## src/rtl/mul_pkg.sv

```systemverilog
// Shared types and constants for the sequential multiplier.
package mul_pkg;

  localparam int unsigned WIDTH = 32;
  localparam int unsigned CNT_W = 6;

  typedef enum logic [1:0] {
    IDLE = 2'd0,
    RUN  = 2'd1,
    DONE = 2'd2
  } state_e;

endpackage

```

## src/rtl/seq_mul32_cia_adder.sv

```systemverilog
// 32-bit carry-increment adder: 4-bit ripple blocks, each conditionally
// incremented by the carry from the block below.
module seq_mul32_cia_adder (
  input  logic [31:0] a,
  input  logic [31:0] b,
  input  logic        cin,
  output logic [31:0] sum,
  output logic        cout,
  output logic        ovf
);

  localparam int unsigned BLK  = 4;
  localparam int unsigned NBLK = 8;

  logic [NBLK:0] c;

  assign c[0] = cin;

  for (genvar g = 0; g < NBLK; g++) begin : g_blk
    logic [BLK:0]   raw;
    logic [BLK-1:0] inc;

    assign raw = (BLK+1)'(a[g*BLK +: BLK]) + (BLK+1)'(b[g*BLK +: BLK]);
    assign inc = raw[BLK-1:0] + BLK'(1);
    assign sum[g*BLK +: BLK] = c[g] ? inc : raw[BLK-1:0];
    // Block carries out if it generated one, or propagates an incoming one.
    assign c[g+1] = raw[BLK] | (c[g] & (&raw[BLK-1:0]));
  end

  assign cout = c[NBLK];
  assign ovf  = (a[31] ~^ b[31]) & (sum[31] ^ a[31]);

endmodule

```

## src/rtl/seq_mul32.sv

```systemverilog
// Unsigned 32x32 -> 64 shift-and-add multiplier, one adder pass per cycle,
// valid/ready on both operand and product sides.
module seq_mul32
  import mul_pkg::*;
#(
  parameter int unsigned WIDTH       = mul_pkg::WIDTH,
  parameter bit          ZERO_BYPASS = 1'b1
) (
  input  logic                 clk,
  input  logic                 rst_n,
  input  logic                 in_valid,
  output logic                 in_ready,
  input  logic [WIDTH-1:0]     in_a,
  input  logic [WIDTH-1:0]     in_b,
  output logic                 out_valid,
  input  logic                 out_ready,
  output logic [2*WIDTH-1:0]   out_p,
  output logic                 busy
);

  state_e             state_q, state_d;
  logic [WIDTH-1:0]   m_q, m_d;
  logic [WIDTH-1:0]   p_hi_q, p_hi_d;
  logic [WIDTH-1:0]   p_lo_q, p_lo_d;
  logic [CNT_W-1:0]   cnt_q, cnt_d;

  logic               in_ready_d;
  logic               out_valid_d;
  logic               busy_d;
  logic [2*WIDTH-1:0] out_p_d;

  logic [WIDTH-1:0]   add_b;
  logic [WIDTH-1:0]   add_s;
  logic               add_c;
  logic               unused_ovf;

  // Partial-product select: add the multiplicand only when the current multiplier bit is set.
  assign add_b = p_lo_q[0] ? m_q : '0;

  seq_mul32_cia_adder u_add (
    .a    (p_hi_q),
    .b    (add_b),
    .cin  (1'b0),
    .sum  (add_s),
    .cout (add_c),
    .ovf  (unused_ovf)
  );

  // Next-state, datapath update and registered-output decode.
  always_comb begin
    state_d = state_q;
    m_d     = m_q;
    p_hi_d  = p_hi_q;
    p_lo_d  = p_lo_q;
    cnt_d   = cnt_q;

    case (state_q)
      IDLE: begin
        if (in_valid) begin
          m_d    = in_a;
          p_hi_d = '0;
          p_lo_d = in_b;
          cnt_d  = '0;
          if (ZERO_BYPASS && ((in_a == '0) || (in_b == '0))) begin
            p_lo_d  = '0;
            state_d = DONE;
          end else begin
            state_d = RUN;
          end
        end
      end
      RUN: begin
        // Carry-out lands in the product MSB so no bits are lost.
        {p_hi_d, p_lo_d} = {add_c, add_s, p_lo_q[WIDTH-1:1]};
        cnt_d = cnt_q + CNT_W'(1);
        if (cnt_q == CNT_W'(WIDTH - 1)) begin
          state_d = DONE;
        end
      end
      DONE: begin
        if (out_ready) begin
          state_d = IDLE;
        end
      end
      default: state_d = IDLE;
    endcase

    in_ready_d  = (state_d == IDLE);
    out_valid_d = (state_d == DONE);
    busy_d      = (state_d == RUN);
    out_p_d     = out_valid_d ? {p_hi_d, p_lo_d} : '0;
  end

  always_ff @(posedge clk) begin
    if (!rst_n) begin
      state_q   <= IDLE;
      m_q       <= '0;
      p_hi_q    <= '0;
      p_lo_q    <= '0;
      cnt_q     <= '0;
      in_ready  <= 1'b1;
      out_valid <= 1'b0;
      busy      <= 1'b0;
      out_p     <= '0;
    end else begin
      state_q   <= state_d;
      m_q       <= m_d;
      p_hi_q    <= p_hi_d;
      p_lo_q    <= p_lo_d;
      cnt_q     <= cnt_d;
      in_ready  <= in_ready_d;
      out_valid <= out_valid_d;
      busy      <= busy_d;
      out_p     <= out_p_d;
    end
  end

endmodule

```

## config.mk

```make
export PLATFORM = sky130hd
export DESIGN_NAME = seq_mul32
export DESIGN_NICKNAME = d
export VERILOG_FILES = /design/src/rtl/mul_pkg.sv /design/src/rtl/seq_mul32_cia_adder.sv /design/src/rtl/seq_mul32.sv
export SDC_FILE = /design/constraint.sdc
export NUM_CORES = 1
export LEC_CHECK = 0
export ABC_CLOCK_PERIOD_IN_PS = 4950
export BUFFER_PORTS_ARGS = -buffer_cell sky130_fd_sc_hd__clkbuf_2
export CAP_MARGIN = 15
export CORE_MARGIN = 10
export CORE_UTILIZATION = 35
export DETAILED_ROUTE_END_ITERATION = 8
export PLACE_DENSITY_LB_ADDON = 0.12
export SYNTH_ARGS = -nofsm -noshare
export SYNTH_HDL_FRONTEND = slang
export SYNTH_SLANG_ARGS = --single-unit
```

## constraint.sdc

```tcl
create_clock -name clk -period 4.95 [get_ports clk]
set_input_delay 0.2475 -clock clk [delete_from_list [all_inputs] [get_ports clk]]
set_output_delay 0.2475 -clock clk [all_outputs]
set_load 0.1 [all_outputs]
```

==> results by stage, run 1 <==
Run status:
- The run finished with clean final reports.

Drt:
- The post-detailed-route wirelength per cell is 17.02 µm.
- The via density per instance is between 5 and 6.
- The final wirelength is 21.22 mm.
- The detail route stage leaves a number of antenna-violating nets equal to 0.
- The pre-antenna-repair detailed-routing pass consisted of 6 iterations.
- For this run, design rule violations remaining after detail routing come to 0.
- For this block, the initial DRC count from the detailed router was ~500.
- The via count is 6436.

Clock network:
- The cell sitting at the root of the clock tree is a sky130_fd_sc_hd__clkbuf_16.
- The number of hold buffers added after cts is 0.
- Counting the buffers created by CTS gives 17.
- Clock-pin slew was measured on the worst setup and hold paths at 70 ps.
- The number of buffers on the longest clock path is 2.
- In this run, post-CTS repair resized a total of 0 instances.
- The H-tree was split into 4 levels.
- TritonCTS built the clock tree.
- The CTS sink count is between 150 and 200.
- At the later pin of the worst-skew pair, clock insertion delay measures 430 ps.
- The number of setup buffers added after CTS is 0.

Finish:
- The repair_antennas step left the layout with diodes totalling 0.
- The area occupied by registers is 3423 µm².
- The cell area after layout is 9371 µm².
- The area added between synthesis and finish is 19.13%.
- The number of nets in the finished design is 1070.
- The layout cell share with drive strength beyond 1 is 0.1965.
- The area taken by multi-input logic gates is ~4200 µm².
- The layout has 2206 filler cells.

Logic synthesis:
- After synthesis, the most frequently instantiated cells are sky130_fd_sc_hd__dfxtp_1, sky130_fd_sc_hd__nand2_1, sky130_fd_sc_hd__nor2_1.
- Yosys attributes the largest share of cell area to sky130_fd_sc_hd__dfxtp_1, sky130_fd_sc_hd__ha_1, sky130_fd_sc_hd__nor2b_1, sky130_fd_sc_hd__nand2_1, sky130_fd_sc_hd__a222oi_1.
- The share of flip-flops with an asynchronous set or reset after synthesis is 0.
- The share of the synthesized netlist area taken by xor and xnor gates is 0.03770.
- Counting every net in the synthesized netlist gives 963.
- The total standard cell area after synthesis is approximately 7900 µm².
- The adder and majority gate portion of the synthesized area is 0.08398.
- The average instance area after synthesis is 9.287 µm².
- The most used flip-flop cell after synthesis is sky130_fd_sc_hd__dfxtp_1.
- Measured against the total synthesized area, the mux share comes to 0.01050.
- In the synthesized netlist, the number of instances is 847.
- In the post-synthesis netlist, the cell with the most instances is sky130_fd_sc_hd__dfxtp_1.
- The area fraction in compound gates after synthesis is 0.1808.
- During synthesis, Yosys emitted a total of 0 warnings.
- The top cell type's share of synthesized area is 0.4352.
- For this run, the register share of the synthesized area comes to 0.4352.
- Counting flops and latches in the post-synthesis netlist gives approximately 170.
- The count of flip-flops with a built-in enable after synthesis is 0.
- After synthesis, the netlist uses 57 different library cells.
- Of all cell types, the one taking the most synthesized area is sky130_fd_sc_hd__dfxtp_1.
- The largest family of logic cells by synthesized area is simple AND/OR/NAND/NOR gates.
- Of the total synthesized cell area, the portion taken by AND, OR, NAND and NOR gates is 0.2189.

Min path:
- The worst min-delay path category is in -> reg.
- Counting instances, the worst hold path has a depth of 3.
- The startpoint of the tightest hold check path is in_a[20].

Worst setup path:
- Of all nets on the critical path, the largest fanout is 19.
- The critical path goes through buf_4 -> and2_1 -> ha_1 -> fa_1 -> ha_1 -> nand3b_1 -> o32ai_1 -> a221oi_1 -> o21a_1 -> o21ai_4 -> or2_2 -> o311ai_0.
- The worst-case reg-to-reg path depth is 12.
- Data arrives at the worst endpoint at 4350 ps.
- STA puts the critical path data required time at 5270 ps.
- The critical path startpoint is p_lo_q[0]$_SDFF_PN0_.
- In this design, the critical path's most frequently occurring cell is sky130_fd_sc_hd__ha_1.
- The cell with the biggest individual delay on the critical path is sky130_fd_sc_hd__dfxtp_1.
- The largest single stage delay on the critical path is 750 ps.
- The type of origin of the critical path is a flop.
- The worst setup path is of the reg -> reg kind.
- The type of destination of the critical path is a flop.
- The worst register-to-register path begins at p_lo_q[0]$_SDFF_PN0_.

Placed design:
- The count of input and output buffers is approximately 130.
- Once placement finished, the instance area stood at 8748 µm².
- The half-perimeter wire length of the detailed placement result is 14.76 mm.
- Routability-driven placement finished with a final weighted congestion of 0.7720.

Global routing:
- The number of antenna violations at the first check in global routing is 0.
- The global-route congestion overflow total is 0.
- The via count of the first global-routing pass is around 6.7k.
- The first global-routing pass estimated 34.85 mm of wire.
- The global routing usage summed across all routing layers is 0.1489.
- The pin count of the biggest net entering global routing is 86.

STA:
- Setup violations remaining at the end of the flow were counted as 0.
- The final total negative setup slack is 0 ps.
- The final count of pins violating max slew is 0.
- The slew at the pin with the worst max-slew slack is 933.4 ps.
- Clock skew on the completed layout was measured at 11.72 ps.
- The number of hold violations in the final report is 0.
- Setup repair after global routing left no endpoint under its margin.
- The maximum frequency from static timing analysis is 0.2483 GHz.
- The tightest slew margin relative to the limit is 0.3777.
- The ratio of final minimum period to clock period is 0.8137.
- The shortest clock period the worst path allows after layout is between 4000 and 5000 ps.

Floorplan:
- In this run the vertical extent of the chip is 169.9 µm.
- The effective utilization at floorplan is 0.3582.
- The core outline area is 21960 µm².
- The floorplan die area is 28870 µm².
- In this run the horizontal extent of the chip is 169.9 µm.
- The count of standard-cell rows is 54.
- Pin placement for this block handled 135 I/O pins.

Job:
- Across the run, the number of max-cap violations was 0.

Power and ir drop:
- The power per cell area is 327.6 nW/µm².
- The analysis attributes to cell leakage a power of around 4 nW.
- VDD sags by at most 198.8 µV.
[cell type report]
type / count / share of cell area
Clock inverter: 15 / 0.02109
Clock buffer: 17 / 0.04539
Multi-Input combinational cell: 613 / 0.4493
Inverter: 9 / 0.003605
Timing Repair Buffer: 142 / 0.07797
Tap cell: 280 / 0.03738
Sequential cell: 171 / 0.3653
[worst paths after layout]
kind	end	slack, ps
max	p_hi_q[30]$_SDFF_PN0_	920
min	m_q[20]$_SDFFE_PN0P_	60
max reg2reg	p_hi_q[30]$_SDFF_PN0_	920
min reg2reg	m_q[30]$_SDFFE_PN0P_	460
[sequential cells by signal, indices dropped and copies added (netlist names)]
name and count:
busy 1, cnt_q 6, in_ready 1, m_q 32, out_p 64, out_valid 1, p_hi_q 32, p_lo_q 32
state_q 2
[cells by family (layout without fill, tap and decap cells)]
| group | Yosys count | count (layout) |
|---|---|---|
| mux | 8 | 8 |
| buf+inv | 63 | 183 |
| xor+xnor | 33 | 33 |
| simple gates | 342 | 342 |
| fa+ha+maj | 48 | 48 |
| compound gates | 182 | 182 |
| flops | 171 | 171 |
[metal layers]
| metal | share of wire | vias up | GRT usage |
|---|---|---|---|
| met5 | 0 | - | 0 |
| met4 | 0.012 | 0 | 0.04615 |
| met3 | 0.057 | 14 | 0.04118 |
| met2 | 0.45 | 146 | 0.2341 |
| met1 | 0.48 | 3032 | 0.1939 |
| li1 | - | 3244 | - |
[worst max-delay path: cells and delay by family, from the launching register on]
family | cells | cell delay (ps)
buffers and inverters | 1 | 290
AND/OR/NAND/NOR | 3 | 610
flip-flops | 1 | 750
AO/OA/AOI/OAI | 5 | 1300
adder cells (fa/ha/maj) | 3 | 950
[per-stage QoR]
step / setup WS, ps / cells / hold WS (ps) / utilization / power [W]
3_3_place_gp: 1026 / 1215 / 454.5 / 0.3984 / 0.001697
4_1_cts: 895.0 / 1247 / 41.12 / 0.4268 / 0.003112
3_5_place_dp: 919.0 / 1215 / 457.4 / 0.3984 / 0.001697
2_1_floorplan: 1624 / 847 / 392.4 / - / 0.001607
6_report: 922.1 / 1247 / 57.47 / 0.4268 / 0.003070
5_1_grt: 566.4 / 1247 / 45.27 / 0.4268 / 0.003191
[report_power, final]
| part | switching, W | internal, W |
|---|---|---|
| registers | 0.0000235 | 0.00141 |
| clock network | 0.000633 | 0.000775 |
| logic | 0.000145 | 0.0000814 |
[cell usage in the layout, fill, tap and decap left out, types with 3 or more instances in the layout]
master | netlist | layout
sky130_fd_sc_hd__clkbuf_16 | 0 | 17
sky130_fd_sc_hd__ha_1 | 40 | 40
sky130_fd_sc_hd__nand2b_1 | 5 | 4
sky130_fd_sc_hd__a21oi_1 | 25 | 25
sky130_fd_sc_hd__o211ai_1 | 3 | 3
sky130_fd_sc_hd__inv_6 | 0 | 5
sky130_fd_sc_hd__inv_8 | 0 | 4
sky130_fd_sc_hd__clkbuf_2 | 0 | 134
sky130_fd_sc_hd__a21boi_0 | 38 | 38
sky130_fd_sc_hd__mux2i_1 | 6 | 6
sky130_fd_sc_hd__fa_1 | 8 | 8
sky130_fd_sc_hd__nand4_1 | 12 | 12
sky130_fd_sc_hd__nor3b_1 | 5 | 5
sky130_fd_sc_hd__dfxtp_1 | 171 | 171
sky130_fd_sc_hd__nand2_1 | 94 | 94
sky130_fd_sc_hd__a211oi_1 | 3 | 3
sky130_fd_sc_hd__and3_1 | 4 | 4
sky130_fd_sc_hd__buf_4 | 1 | 8
sky130_fd_sc_hd__nand3_1 | 23 | 23
sky130_fd_sc_hd__xnor2_1 | 22 | 22
sky130_fd_sc_hd__o21ai_0 | 16 | 16
sky130_fd_sc_hd__nor3_1 | 8 | 8
sky130_fd_sc_hd__nor4_1 | 21 | 21
sky130_fd_sc_hd__and2_1 | 40 | 40
sky130_fd_sc_hd__nor2b_1 | 57 | 57
sky130_fd_sc_hd__or2_2 | 3 | 3
sky130_fd_sc_hd__inv_1 | 9 | 9
sky130_fd_sc_hd__xor2_1 | 10 | 10
sky130_fd_sc_hd__a222oi_1 | 32 | 32
sky130_fd_sc_hd__a21o_1 | 19 | 19
sky130_fd_sc_hd__nor2_1 | 63 | 60
sky130_fd_sc_hd__a22oi_1 | 14 | 14
sky130_fd_sc_hd__o2111ai_1 | 4 | 4
Power figures use the tool's default switching activity.
==> run 2: changes to the inputs <==
Settings changed: ABC_CLOCK_PERIOD_IN_PS 4950 to 3600.
Clock period 4.95 ns to 3.6 ns, I/O delays scaled along.
==> results by stage, run 2 (same netlist as run 1, synthesis figures left out) <==
STA:
- On the final layout, the worst clock skew is 11.03 ps.
- Setup repair after global routing left no endpoint under its margin.
- The shortest clock period the worst path allows after layout is 3356 ps.
- Setup violations remaining at the end of the flow were counted as 0.
- The maximum frequency from static timing analysis is 0.2980 GHz.
- Dividing the final minimum period by the clock period gives 0.9321.
- The slew at the pin with the worst max-slew slack is 996.6 ps.
- The final count of pins violating max slew came to 0.
- The number of hold violations in the final report was 0.
- The tightest slew margin relative to the limit is 0.3356.
- The worst setup margin is 244.5 ps.

Finish:
- In the layout the commonest cells are sky130_fd_sc_hd__dfxtp_1, sky130_fd_sc_hd__clkbuf_2, sky130_fd_sc_hd__nand2_1.
- The cell area after layout is between 9000 and 10000 µm².
- The number of antenna repair diodes is 0.
- The most common library cell in the layout ignoring fill and taps is sky130_fd_sc_hd__dfxtp_1.
- The number of nets in the finished design is 1109.
- The number of flip-flops in the largest register is 64.
- Of the cells placed in the final design, the portion with a size suffix greater than 1 is 0.2078.
- The filler cells instantiated in the layout total 2197.
- The most flop-heavy register is out_p.
- The area added between synthesis and finish is 23.30%.

Global routing:
- The wire length of the first global-routing pass is 35.36 mm.
- The via count of the first global-routing pass is 6721.
- The global-route congestion overflow total is 0.
- The number of antenna violations at the first check in global routing is 1.
- Across every metal layer, demand over resource in global routing totals 0.1518.
- Entering global routing, the biggest net connects 73 pins.

Placed design:
- The final estimated routing congestion in global placement is 0.7732.
- At the placement stage, the worst setup path has a slack of -70.37 ps.
- The area of placed instances is 8866 µm².
- The count of input and output buffers is around 130.
- Once detailed placement completed, the half-perimeter wirelength came to 15.30 mm.

Min path:
- The worst min-delay path category is in -> reg.
- For hold timing, the worst endpoint is m_q[28]$_SDFFE_PN0P_.
- Along the worst hold path, the cell count comes to 3.
- The startpoint of the tightest hold check path is in_a[28].

Worst setup path:
- The register-to-register setup slack is 240 ps.
- In this run the worst path has a maximum fanout of 16.
- The reg-to-reg endpoint is p_hi_q[30]$_SDFF_PN0_.
- The worst setup path is captured at a flop.
- At the worst endpoint, the required time is 3930 ps.
- The worst-case reg-to-reg path depth is 11.
- The worst setup path is of the reg -> reg kind.
- The launching point of the worst reg2reg path is p_lo_q[0]$_SDFF_PN0_.
- The data arrival time of the critical path is 3690 ps.
- STA classifies the critical path startpoint as a flop.

Clock network:
- No sink is reached through more buffers than the 2 on the longest clock path.
- Counting the buffers created by CTS gives 17.
- Counting every sink on the clock net gives 171.
- The clock slew seen by the registers of the worst setup and hold paths is roughly 70 ps.
- The CTS tree is done.
- The cell at the root of the clock tree is sky130_fd_sc_hd__clkbuf_16.
- The clock tree synthesis step divided the H-tree into 4 levels.
- The insertion delay of the later-clocked pin in the worst-skew pair is between 400 and 500 ps.

Floorplan:
- The count of pins on the block boundary is 135.
- The initial utilization of the core area, before any placement, comes to 0.3582.
- The die width is ~170 µm.
- The core outline area is between 20000 and 25000 µm².
- Measured along the y axis, the die boundary spans around 170 µm.
- The count of standard-cell rows is 54.
- The floorplan die area is 28870 µm².

Job:
- Max-cap violations in this run came to 0.

Drt:
- The via density per instance is 5.152.
- The via count is 6625.
- Dividing the detail-routed wire length by the instance count gives 17.00 µm.
- The detailed-routing iteration count for the pre-antenna-repair pass is 6.
- The number of nets with antenna violations after detailed routing is 0.
- The final wirelength is 21.86 mm.
- The count of unresolved DRC violations after routing is 0.
- The number of DRC violations after detailed-routing iteration 0 is 454.

Power and ir drop:
- The static leakage is 4.152 nW.
- VDD sags by at most 300.8 µV.
- In this run the power density over the cells is 429.5 nW/µm².

Run status:
- The run finished with clean final reports.
[run 2: cell count changes in the layout (fill, tap and decap cells not counted), moves of 2 or more]
cell,previous run,this run
sky130_fd_sc_hd__dlygate4sd3_1,0,22
sky130_fd_sc_hd__buf_4,8,25
sky130_fd_sc_hd__bufinv_16,2,0
sky130_fd_sc_hd__clkinv_8,2,4
[run 2: layout make-up]
class,instances,area [µm²],area share
clock buffers,17,425.4,0.04386
well taps,280,350.3,0.03612
repair buffers,181,1079,0.1112
inverters,9,33.78,0.003483
clock inverters,15,170.2,0.01754
multi-input cells,613,4217,0.4347
flip-flops and latches,171,3425,0.3531
[run 2: worst max-delay path, cell delays in order, from the launching register on]
cell and delay [ps]:
sky130_fd_sc_hd__dfxtp_2 510, sky130_fd_sc_hd__and2_1 180, sky130_fd_sc_hd__ha_1 190, sky130_fd_sc_hd__fa_1 470, sky130_fd_sc_hd__ha_1 270, sky130_fd_sc_hd__nand3b_1 110
sky130_fd_sc_hd__o32ai_2 90, sky130_fd_sc_hd__a221oi_1 310, sky130_fd_sc_hd__o21a_2 350, sky130_fd_sc_hd__o21ai_4 120, sky130_fd_sc_hd__or2_2 340, sky130_fd_sc_hd__o311ai_0 300
[run 2: stage by stage]
step / hold slack, ps / total power [W] / cells / util / TNS, ps
floorplan: 324.9 / 0.002210 / 847 / - / 0
global placement: 433.1 / 0.002345 / 1231 / 0.4038 / 0
detailed placement: 437.1 / 0.002345 / 1231 / 0.4038 / -124.4
CTS: 2.178 / 0.004222 / 1285 / 0.4410 / 0
global route: 19.89 / 0.004340 / 1286 / 0.4417 / 0
finish: 13.83 / 0.004166 / 1286 / 0.4417 / 0
[run 2: worst max-delay path by stage]
| stage | cells past startpoint | start | to | slack [ps] |
|---|---|---|---|---|
| floorplan | 14 | p_lo_q[0]$_SDFF_PN0_ | out_p[62]$_SDFF_PN0_ | 270 |
| global placement | 11 | p_lo_q[0]$_SDFF_PN0_ | p_hi_q[30]$_SDFF_PN0_ | 60 |
| detailed placement | 11 | p_lo_q[0]$_SDFF_PN0_ | p_hi_q[30]$_SDFF_PN0_ | -70 |
| CTS | 11 | p_lo_q[0]$_SDFF_PN0_ | p_hi_q[30]$_SDFF_PN0_ | 100 |
| global route | 12 | p_lo_q[0]$_SDFF_PN0_ | p_hi_q[29]$_SDFF_PN0_ | 20 |
| finish | 11 | p_lo_q[0]$_SDFF_PN0_ | p_hi_q[30]$_SDFF_PN0_ | 240 |
[run 2: power breakdown]
| group | internal [W] | switching (W) | total (W) | leakage, nW |
|---|---|---|---|---|
| Combinational | 0.000135 | 0.000208 | 0.000342 | 2.48 |
| Clock | 0.000938 | 0.000912 | 0.00185 | 0.288 |
| Sequential | 0.00194 | 0.0000330 | 0.00197 | 1.39 |
[run 2: what timing repair did]
| item | 4_1_cts | 5_1_grt |
|---|---|---|
| hold endpoints to repair | 22 | 0 |
| resized for setup | 1 | 2 |
| endpoints found under the setup margin | 4 | 14 |
| pin swaps | 0 | 1 |
| hold buffers | 22 | 0 |
| setup buffers | 0 | 1 |
[run 2: per-layer routing]
layer  vias to the layer above  global-route usage  routed length, µm
met2                       162              0.2371               9939
met4                         0             0.04882                267
met1                      3134              0.1984              10170
li1                       3313                   -                  -
met3                        16             0.04211               1486
met5                         -                   0                  0
==> run 3: changes to the inputs <==
Settings changed: CORE_UTILIZATION 35 to 50, MAX_ROUTING_LAYER set to met4.
==> results by stage, run 3 (same netlist as run 1, synthesis figures left out) <==
Run status:
- The run finished with clean final reports.

Power and ir drop:
- The share of total power dissipated in combinational logic is 0.081.
- The overall power is 0.004180 W.
- The analysis attributes to net switching a power of 0.001057 W.
- Of the total power, the clock network draws 0.447.
- The worst vdd rail ir drop is between 300 and 400 µV.
- The net switching share of the total power is 0.2529.
- The internal power is 0.003123 W.
- For this design the static power due to leakage is 4.111 nW.
- The power per cell area is 437.3 nW/µm².
- The sequential power share is 0.472.

Drt:
- The count of unresolved DRC violations after routing is 0.
- The number of nets with antenna violations after detailed routing is 0.
- Dividing the detail-routed via count by the number of cells gives ~5.5.
- The post-detailed-route wirelength per cell is 16.57 µm.
- The number of DRC violations after detailed-routing iteration 0 is between 500 and 600.
- The routed design has 20.03 mm of wire.
- The detailed-routing iteration count for the pre-antenna-repair pass is 7.
- The via count is 6645.

Global routing:
- The met1 usage in global routing is 0.2432.
- For met2 alone, demand over resource in global routing was 0.2898.
- The global routing usage summed across all routing layers is 0.1888.
- The busiest metal layer after global routing is met2.
- The via count of the first global-routing pass was roughly 6.3k.
- The wire length of the first global-routing pass is 32.37 mm.
- Entering global routing, the biggest net connects roughly 110 pins.
- The number of antenna violations at the first check in global routing is 0.
- For this run the aggregate overflow at the end of global routing stands at 0.
- The global-route met3 utilization is 0.04967.

Clock network:
- The insertion delay of the later-clocked pin in the worst-skew pair is 430 ps.
- Counting the buffers created by CTS gives 17.
- The CTS tree is done.
- Clock-pin slew was measured on the worst setup and hold paths at ~70 ps.
- Clock tree synthesis found a total of 171 sinks.
- No sink is reached through more buffers than the 2 on the longest clock path.
- The cell sitting at the root of the clock tree is a sky130_fd_sc_hd__clkbuf_16.
- The clock tree synthesis step divided the H-tree into 4 levels.

Finish:
- The most common library cell in the layout ignoring fill and taps is sky130_fd_sc_hd__dfxtp_1.
- The number of antenna repair diodes is 0.
- out_p holds more flip-flops than any other register.
- The register with the most flip-flops in the layout has between 60 and 70 of them.
- The area occupied by registers is 3425 µm².
- Summing all multi-input logic gate instances after layout gives around 4200 µm².
- The layout has 1323 filler cells.
- In the final layout, the share of cells above drive strength 1 is 0.2004.
- After the last flow step, the layout net total stands at 1101.
- The finished layout holds 1209 standard cells, fillers aside.
- Compared with the post-synthesis result, the final layout area differs by 21.50%.
- In the layout the commonest cells are sky130_fd_sc_hd__dfxtp_1, sky130_fd_sc_hd__clkbuf_2, sky130_fd_sc_hd__nand2_1.

STA:
- The tightest slew margin relative to the limit is 0.3084.
- The number of hold violations in the final report was 0.
- In the finished design, the share of the clock period the worst path needs comes to 0.9302.
- The final count of pins violating max slew was 0.
- Setup slack closes at 251.3 ps.
- For the final routed database, the setup TNS stands at 0 ps.
- Static timing analysis puts the maximum clock frequency at 0.2986 GHz.
- The worst hold slack is 11.72 ps.
- The worst path in the final design needs a cycle of approximately 3300 ps, including I/O delays and setup.
- Setup violations remaining at the end of the flow were counted as 0.
- For the pin with the worst max-slew slack, the measured transition is 1035 ps.
- The final worst clock skew is 8.677 ps.
- Setup repair after global routing left no endpoint under its margin.

Placed design:
- The post-place setup slack is 49.29 ps.
- At the end of routability-driven placement, the weighted congestion stood at just under 0.9.
- The HPWL after detailed placement is ~14 mm.
- During placement, the flow inserted port buffers numbering around 130.
- Once placement completed, the tool counted placed cells totaling 1155.

Min path:
- The path with the worst hold slack has its endpoint at m_q[8]$_SDFFE_PN0P_.
- The tightest min-delay check is of the in -> reg type.
- The startpoint of the tightest hold check path is in_a[8].
- The depth of the worst hold-timing path is 3.

Worst setup path:
- In this run the worst setup path begins at p_lo_q[0]$_SDFF_PN0_.
- The cell with the biggest individual delay on the critical path is sky130_fd_sc_hd__fa_1.
- The cell seen most often among critical-path stages is sky130_fd_sc_hd__ha_1.
- The reg-to-reg endpoint is out_p[62]$_SDFF_PN0_.
- Along the worst path, the maximum fanout reaches 11.
- STA puts the critical path data arrival time at 3650 ps.
- The startpoint identified for the worst register-to-register timing path is p_lo_q[0]$_SDFF_PN0_.
- STA classifies the critical path startpoint as a flop.
- In this run the register-to-register setup slack is 250 ps.
- The required time of the critical path is 3910 ps.
- The longest individual stage delay on the worst path is 530 ps.
- Walking the worst path, the cells encountered are and2_1 -> ha_1 -> fa_1 -> ha_1 -> o2111ai_2 -> o31ai_4 -> a41oi_4 -> o21a_2 -> o21ai_4 -> nor4_1 -> or3b_1.
- The critical path is of the reg -> reg type.
- The worst setup path is captured at a flop.
- The worst-case reg-to-reg path depth is 11.

Floorplan:
- For this configuration, the core starts out at a cell density of 0.5136.
- The count of standard-cell rows is 45.
- The core region is approximately 15000 µm².
- In this run the vertical extent of the chip is 145.4 µm.
- The die is 145.4 µm wide.
- Pin placement for this block handled around 140 I/O pins.
- The floorplan die area is 21150 µm².

Job:
- Max-cap violations in this run came to 0.
run 3: cell count changes in the layout (fill, tap and decap cells not counted):
cell / delta
sky130_fd_sc_hd__o32ai_1: +1
sky130_fd_sc_hd__clkinv_8: -3
sky130_fd_sc_hd__bufinv_16: +2
sky130_fd_sc_hd__inv_6: -1
sky130_fd_sc_hd__inv_8: -2
sky130_fd_sc_hd__clkinv_4: +2
sky130_fd_sc_hd__buf_4: -8
sky130_fd_sc_hd__clkinvlp_4: +2
sky130_fd_sc_hd__o32ai_2: -1
run 3: metrics by stage:
stage | utilization | area [µm²]
4_1_cts | 0.6239 | 9555
5_1_grt | 0.6241 | 9558
3_3_place_gp | 0.5699 | 8727
2_1_floorplan | - | 7866
6_report | 0.6241 | 9558
3_5_place_dp | 0.5699 | 8727
run 3: power by group through the flow:
stage | registers, W | clock network [W] | logic (W)
floorplan | 0.00202 | 0 | 0.000193
global placement | 0.00202 | 0 | 0.000314
detailed placement | 0.00201 | 0 | 0.000317
CTS | 0.00197 | 0.00190 | 0.000336
global route | 0.00198 | 0.00197 | 0.000371
finish | 0.00197 | 0.00187 | 0.000337
run 3: critical path: cells and delay by family (launching register included):
kind	cells	cell delay [ps]
compound gates	5	1240
fa+ha+maj	3	950
flops	1	390
simple gates	3	640
run 3: layout make-up:
type / count / area share
repair buffers: 173 / 0.1066
flip-flops and latches: 171 / 0.3583
inverters: 9 / 0.003534
clock buffers: 17 / 0.04451
well taps: 211 / 0.02762
clock inverters: 15 / 0.01911
multi-input cells: 613 / 0.4404
run 3: what timing repair did:
item	4_1_cts	5_1_grt
hold buffers	22	0
endpoints found under the setup margin	0	17
endpoints found under the hold margin	22	0
buffers inserted	0	0
gates resized for setup	0	2
run 3: how the worst max path moves through the flow:
stage | end | slack [ps] | depth (start not counted)
final | out_p[62]$_SDFF_PN0_ | 250 | 11
after detailed placement | p_hi_q[30]$_SDFF_PN0_ | 50 | 11
after global routing | p_hi_q[31]$_SDFF_PN0_ | 20 | 12
after global placement | out_p[62]$_SDFF_PN0_ | 130 | 12
after CTS | p_hi_q[30]$_SDFF_PN0_ | 40 | 11
after floorplan | out_p[62]$_SDFF_PN0_ | 270 | 14
run 3: layer usage:
metal	part of all wire	vias to the layer above
li1	-	3302
met1	0.47	3159
met2	0.47	171
met3	0.051	13
met4	0.0094	0
met5	0	-
